--- src/rtl/wrr_arbiter.sv ---
// Weighted round-robin arbiter with grant/accept handshake; optional WRR_ARB_LOCK_EN adds a lock input.
// Latency: request to grant 1 cycle, accept to next grant 1 cycle (one grant per cycle sustained).
// Backpressure: grant is held stable while gnt_ready is low and the owner keeps requesting.
module wrr_arbiter #(
    parameter int N        = 4,
    parameter int WEIGHT_W = 3,
    parameter int IDX_W    = $clog2(N)
) (
    input  logic                  clk,
    input  logic                  reset,
    input  logic [N-1:0]          req,
    input  logic [N*WEIGHT_W-1:0] weight,
    input  logic                  gnt_ready,
`ifdef WRR_ARB_LOCK_EN
    input  logic                  lock,
`endif
    output logic [N-1:0]          grant,
    output logic                  gnt_valid,
    output logic [IDX_W-1:0]      gnt_idx
);

    typedef enum logic {
        S_IDLE,
        S_GRANT
    } state_t;

    state_t                r_state;
    state_t                w_state_nxt;
    logic [N-1:0]          r_grant;
    logic [N-1:0]          w_grant_nxt;
    logic [IDX_W-1:0]      r_idx;
    logic [IDX_W-1:0]      w_idx_nxt;
    logic [IDX_W-1:0]      r_ptr;
    logic [IDX_W-1:0]      w_ptr_nxt;
    logic [WEIGHT_W-1:0]   r_credit;
    logic [WEIGHT_W-1:0]   w_credit_nxt;

    logic [WEIGHT_W-1:0]   w_weight [N];
    logic                  w_scan_found;
    logic [IDX_W-1:0]      w_scan_idx;
    logic [IDX_W-1:0]      w_cand;
    logic                  w_keep;
    logic [IDX_W-1:0]      w_win;
    logic [N-1:0]          w_win_oh;
    logic [WEIGHT_W-1:0]   w_credit_arb;
    logic                  w_any_req;
    logic                  w_owner_req;
    logic                  w_lock;

`ifdef WRR_ARB_LOCK_EN
    assign w_lock = lock;
`else
    assign w_lock = 1'b0;
`endif

    for (genvar g = 0; g < N; g++) begin : g_weight
        assign w_weight[g] = weight[g*WEIGHT_W +: WEIGHT_W];
    end

    // Scan starts just past the last owner; the owner itself is the last candidate.
    always_comb begin
        w_scan_found = 1'b0;
        w_scan_idx   = r_ptr;
        w_cand       = '0;
        for (int k = 1; k <= N; k++) begin
            w_cand = IDX_W'((int'(r_ptr) + k) % N);
            if (!w_scan_found && req[w_cand]) begin
                w_scan_found = 1'b1;
                w_scan_idx   = w_cand;
            end
        end
    end

    assign w_any_req    = |req;
    assign w_owner_req  = req[r_idx];
    assign w_keep       = req[r_ptr] && (r_credit != '0);
    assign w_win        = w_keep ? r_ptr : w_scan_idx;
    assign w_credit_arb = w_keep ? (r_credit - WEIGHT_W'(1)) : w_weight[w_scan_idx];
    assign w_win_oh     = {{(N-1){1'b0}}, 1'b1} << w_win;

    always_comb begin
        w_state_nxt  = r_state;
        w_grant_nxt  = r_grant;
        w_idx_nxt    = r_idx;
        w_ptr_nxt    = r_ptr;
        w_credit_nxt = r_credit;
        case (r_state)
            S_IDLE: begin
                if (w_any_req) begin
                    w_state_nxt  = S_GRANT;
                    w_grant_nxt  = w_win_oh;
                    w_idx_nxt    = w_win;
                    w_ptr_nxt    = w_win;
                    w_credit_nxt = w_credit_arb;
                end
            end
            S_GRANT: begin
                if (gnt_ready) begin
                    if (w_lock && w_owner_req) begin
                        // Locked re-grant: same owner, credit untouched.
                        w_state_nxt = S_GRANT;
                    end else if (w_any_req) begin
                        w_grant_nxt  = w_win_oh;
                        w_idx_nxt    = w_win;
                        w_ptr_nxt    = w_win;
                        w_credit_nxt = w_credit_arb;
                    end else begin
                        w_state_nxt = S_IDLE;
                        w_grant_nxt = '0;
                        w_idx_nxt   = '0;
                    end
                end else if (!w_owner_req) begin
                    // Withdrawal forfeits the rest of the turn.
                    w_state_nxt  = S_IDLE;
                    w_grant_nxt  = '0;
                    w_idx_nxt    = '0;
                    w_credit_nxt = '0;
                end
            end
            default: begin
                w_state_nxt = S_IDLE;
                w_grant_nxt = '0;
                w_idx_nxt   = '0;
            end
        endcase
    end

    always_ff @(posedge clk) begin
        if (reset) begin
            r_state  <= S_IDLE;
            r_grant  <= '0;
            r_idx    <= '0;
            r_ptr    <= IDX_W'(N-1);
            r_credit <= '0;
        end else begin
            r_state  <= w_state_nxt;
            r_grant  <= w_grant_nxt;
            r_idx    <= w_idx_nxt;
            r_ptr    <= w_ptr_nxt;
            r_credit <= w_credit_nxt;
        end
    end

    assign grant     = r_grant;
    assign gnt_valid = |r_grant;
    assign gnt_idx   = r_idx;

endmodule

--- config.mk ---
export PLATFORM = sky130hd
export DESIGN_NAME = wrr_arbiter
export DESIGN_NICKNAME = d
export VERILOG_FILES = /design/src/rtl/wrr_arbiter.sv
export SDC_FILE = /design/constraint.sdc
export NUM_CORES = 1
export LEC_CHECK = 0
export CAP_MARGIN = 20
export CORE_AREA = 2 2 60 62
export CTS_CLUSTER_DIAMETER = 150
export DETAILED_ROUTE_END_ITERATION = 8
export DIE_AREA = 0 0 62 64
export PLACE_DENSITY_LB_ADDON = 0.05
export SYNTH_ARGS = -nofsm -noshare
export SYNTH_HDL_FRONTEND = slang
export SYNTH_SLANG_ARGS = --single-unit
--- constraint.sdc ---
create_clock -name clk -period 2.98 [get_ports clk]
set_clock_uncertainty 0.1 [all_clocks]
set_input_delay 0.596 -clock clk [delete_from_list [all_inputs] [get_ports clk]]
set_output_delay 0.596 -clock clk [all_outputs]
set_load 0.03 [all_outputs]
==> flow_summary.yaml <==
layout:
  final_cells: 176
  area_delta_synth_final_pct: 30.7
  fin_nets: 152
  n_antenna_cell: 0
  design_area_um2: 1260
  num-fill-cells: 361
  utilization_pct: 38.2
  drive_gt1_share_pct: 13.8
worst_setup_path:
  slowest_delay_ns: 0.61
  end_kind: "output port"
  startpoint: "grant[3]"
  worstPathCellList: "or4_1 -> clkdlybuf4s50_1"
  cp.depth: 2
  critPathKind: "reg2out"
  reg2reg_depth: 7
  crit_path_max_fanout: 3
  reg2reg_setup_slack_ns: 0.79
  r2r_start: "r_credit[0]"
  crit_slowest_cell: "clkdlybuf4s50_1"
  startpoint_type: "flip-flop"
  worstPathArrival_ns: 1.70
  critPathRequiredTime_ns: 2.28
  crit_end: "gnt_valid"
  worstReg2RegEnd: "gnt_idx[1]"
  cp.buffers_inverters: 1
  crit_family: "buffers and inverters"
logic_synthesis:
  synth_area_um2: 961
  synth_area_leaders: "dfxtp_1 25%, buf_6 3.5%, a21oi_1 3.1%, a32oi_4 2.9%, inv_1 2.7%"
  avgSynthCellArea_um2: 8.98
  async_flop_share_pct: 0
  ys_seq_area_share_pct: 25.0
  yosys_warnings: 0
  synth_top_area_cell: "dfxtp_1"
  synth_nets: 128
  synth_cells: 107
  synth_top_area_share_pct: 25.0
  synth-edff-count: 0
  synth_common_cells: "12 x dfxtp_1, 7 x inv_1, 6 x a21oi_1"
  yosysMostFrequentCell: "dfxtp_1"
  synth-seq-cells: 12
  yosys_most_used_dff: "dfxtp_1"
  yosys.cell_types.count: 53
clock_network:
  cts_hold_buffers: 0
  cts_root_buf: "clkbuf_4"
  cts_tree: "built"
  path_clk_slew_ns: 0.07
  cts_max_level: 1
  cts_sinks: 12
  ctsResizeCount: 0
  numCtsBuffers: 3
  clockBufferDepth: 2
  postCtsSetupBuffers: 0
  clock_latency_ns: 0.27
global_routing:
  grt_pass1_vias: 879
  grt_antenna_before_repair: 0
  grt_max_degree: 13
  grt_first_pass_wirelength_um: 4170
  track_usage_pct: 14.1
  grt_overflow_total: 0
floorplanning:
  die_h_um: 64
  core_um2: 3280
  initial_utilization_pct: 29.3
  rows: 21
  die_area_um2: 3970
  dieWidth_um: 62
  io_pins: 26
route:
  wl_per_cell_um: 14.8
  drtAntennaViolNets: 0
  routed_wl_um: 2610
  drc_errors: 0
  dr.pass1.iters: 4
  vias_per_cell: 5.16
  vias: 908
  first_iter_violations: 30
run_status:
  outcome: "finished clean"
sta:
  fmax_ghz: 0.417
  finalSetupViolCount: 0
  finalHoldViolCount: 0
  fin_tns_setup_ns: 0
  tightestPinTransition_ns: 0.424
  relSlewSlack_pct: 71.5
  fin_crit_sh_pct: 80.5
  final_max_slew_viol_count: 0
  fin_crit_ns: 2.40
  rsz0062_at_grt: "no"
pwr:
  p_leak_uw: 0.000503
  finalPower_uw: 1050
  powerDensity_nw_per_um2: 833
  ir_worst_vdd_uv: 451
worst_hold_path:
  hold_class: "reg2reg"
placement:
  port_buffers: 25
  placed_cells: 172
  routabilityCongestion: 0.784
  postPlaceCellArea_um2: 1220
  hpwl_um: 2010
flow_run:
  drv_cap: 0
-- routing by layer --
metal	global-route usage, %	part of all wire [%]	up-vias
met5	0	0	-
met4	4.79	1.3	0
met3	3.04	5.7	4
met2	22.0	46	25
met1	18.7	47	419
li1	-	-	460
-- power breakdown --
part / switching, uW / leakage, uW / total [uW] / internal [uW]
combinational: 339 / 0.000383 / 639 / 300
clock: 56.4 / 0.0000210 / 131 / 74.2
sequential: 62.4 / 0.0000994 / 277 / 215
-- state kept, by name, summed over array words and instances (netlist names) --
register  count
gnt_idx       2
r_state       1
r_credit      3
grant         4
r_ptr         2
-- per-stage QoR --
stage / setup WS, ns / hold WS [ns]
floorplan: 1.02 / 0.436
global placement: 0.390 / 0.393
detailed placement: 0.343 / 0.388
CTS: 0.565 / 0.409
global route: 0.512 / 0.435
finish: 0.580 / 0.397
-- worst min-delay path by stage --
stage / endpoint / startpoint / cells past startpoint
finish: grant[0] / grant[0] / 1
detailed placement: grant[0] / grant[0] / 1
global placement: grant[2] / grant[2] / 1
floorplan: r_credit[2] / r_credit[2] / 2
CTS: grant[0] / grant[0] / 1
global route: grant[0] / grant[0] / 1
-- cell type report --
type | count | area [um2] | area share, %
clock buffer | 4 | 36.3 | 2.89
inverter | 7 | 26.3 | 2.09
multi-input combinational | 82 | 646 | 51.4
sequential | 12 | 240 | 19.1
tap | 46 | 57.6 | 4.58
timing repair buffer | 25 | 250 | 19.9
-- cell families after synthesis --
family                     Yosys count  synth area share, %
AOI/OAI and AO/OA                   40                 34.4
DFF                                 12                 25.0
muxes                                4                 6.12
adders and majority gates            2                 2.60
and+or+nand+nor                     36                 24.1
buffers and inverters               13                 7.81
-- cells in the final DEF, fill, tap and decap left out, types with 4 or more instances in the layout --
cell / instances
dfxtp_1: 12
o21ai_0: 4
nor2_1: 5
nand2_1: 5
clkdlybuf4s50_1: 25
nand2b_1: 4
a21oi_1: 6
inv_1: 7
Power figures use the tool's default switching activity.
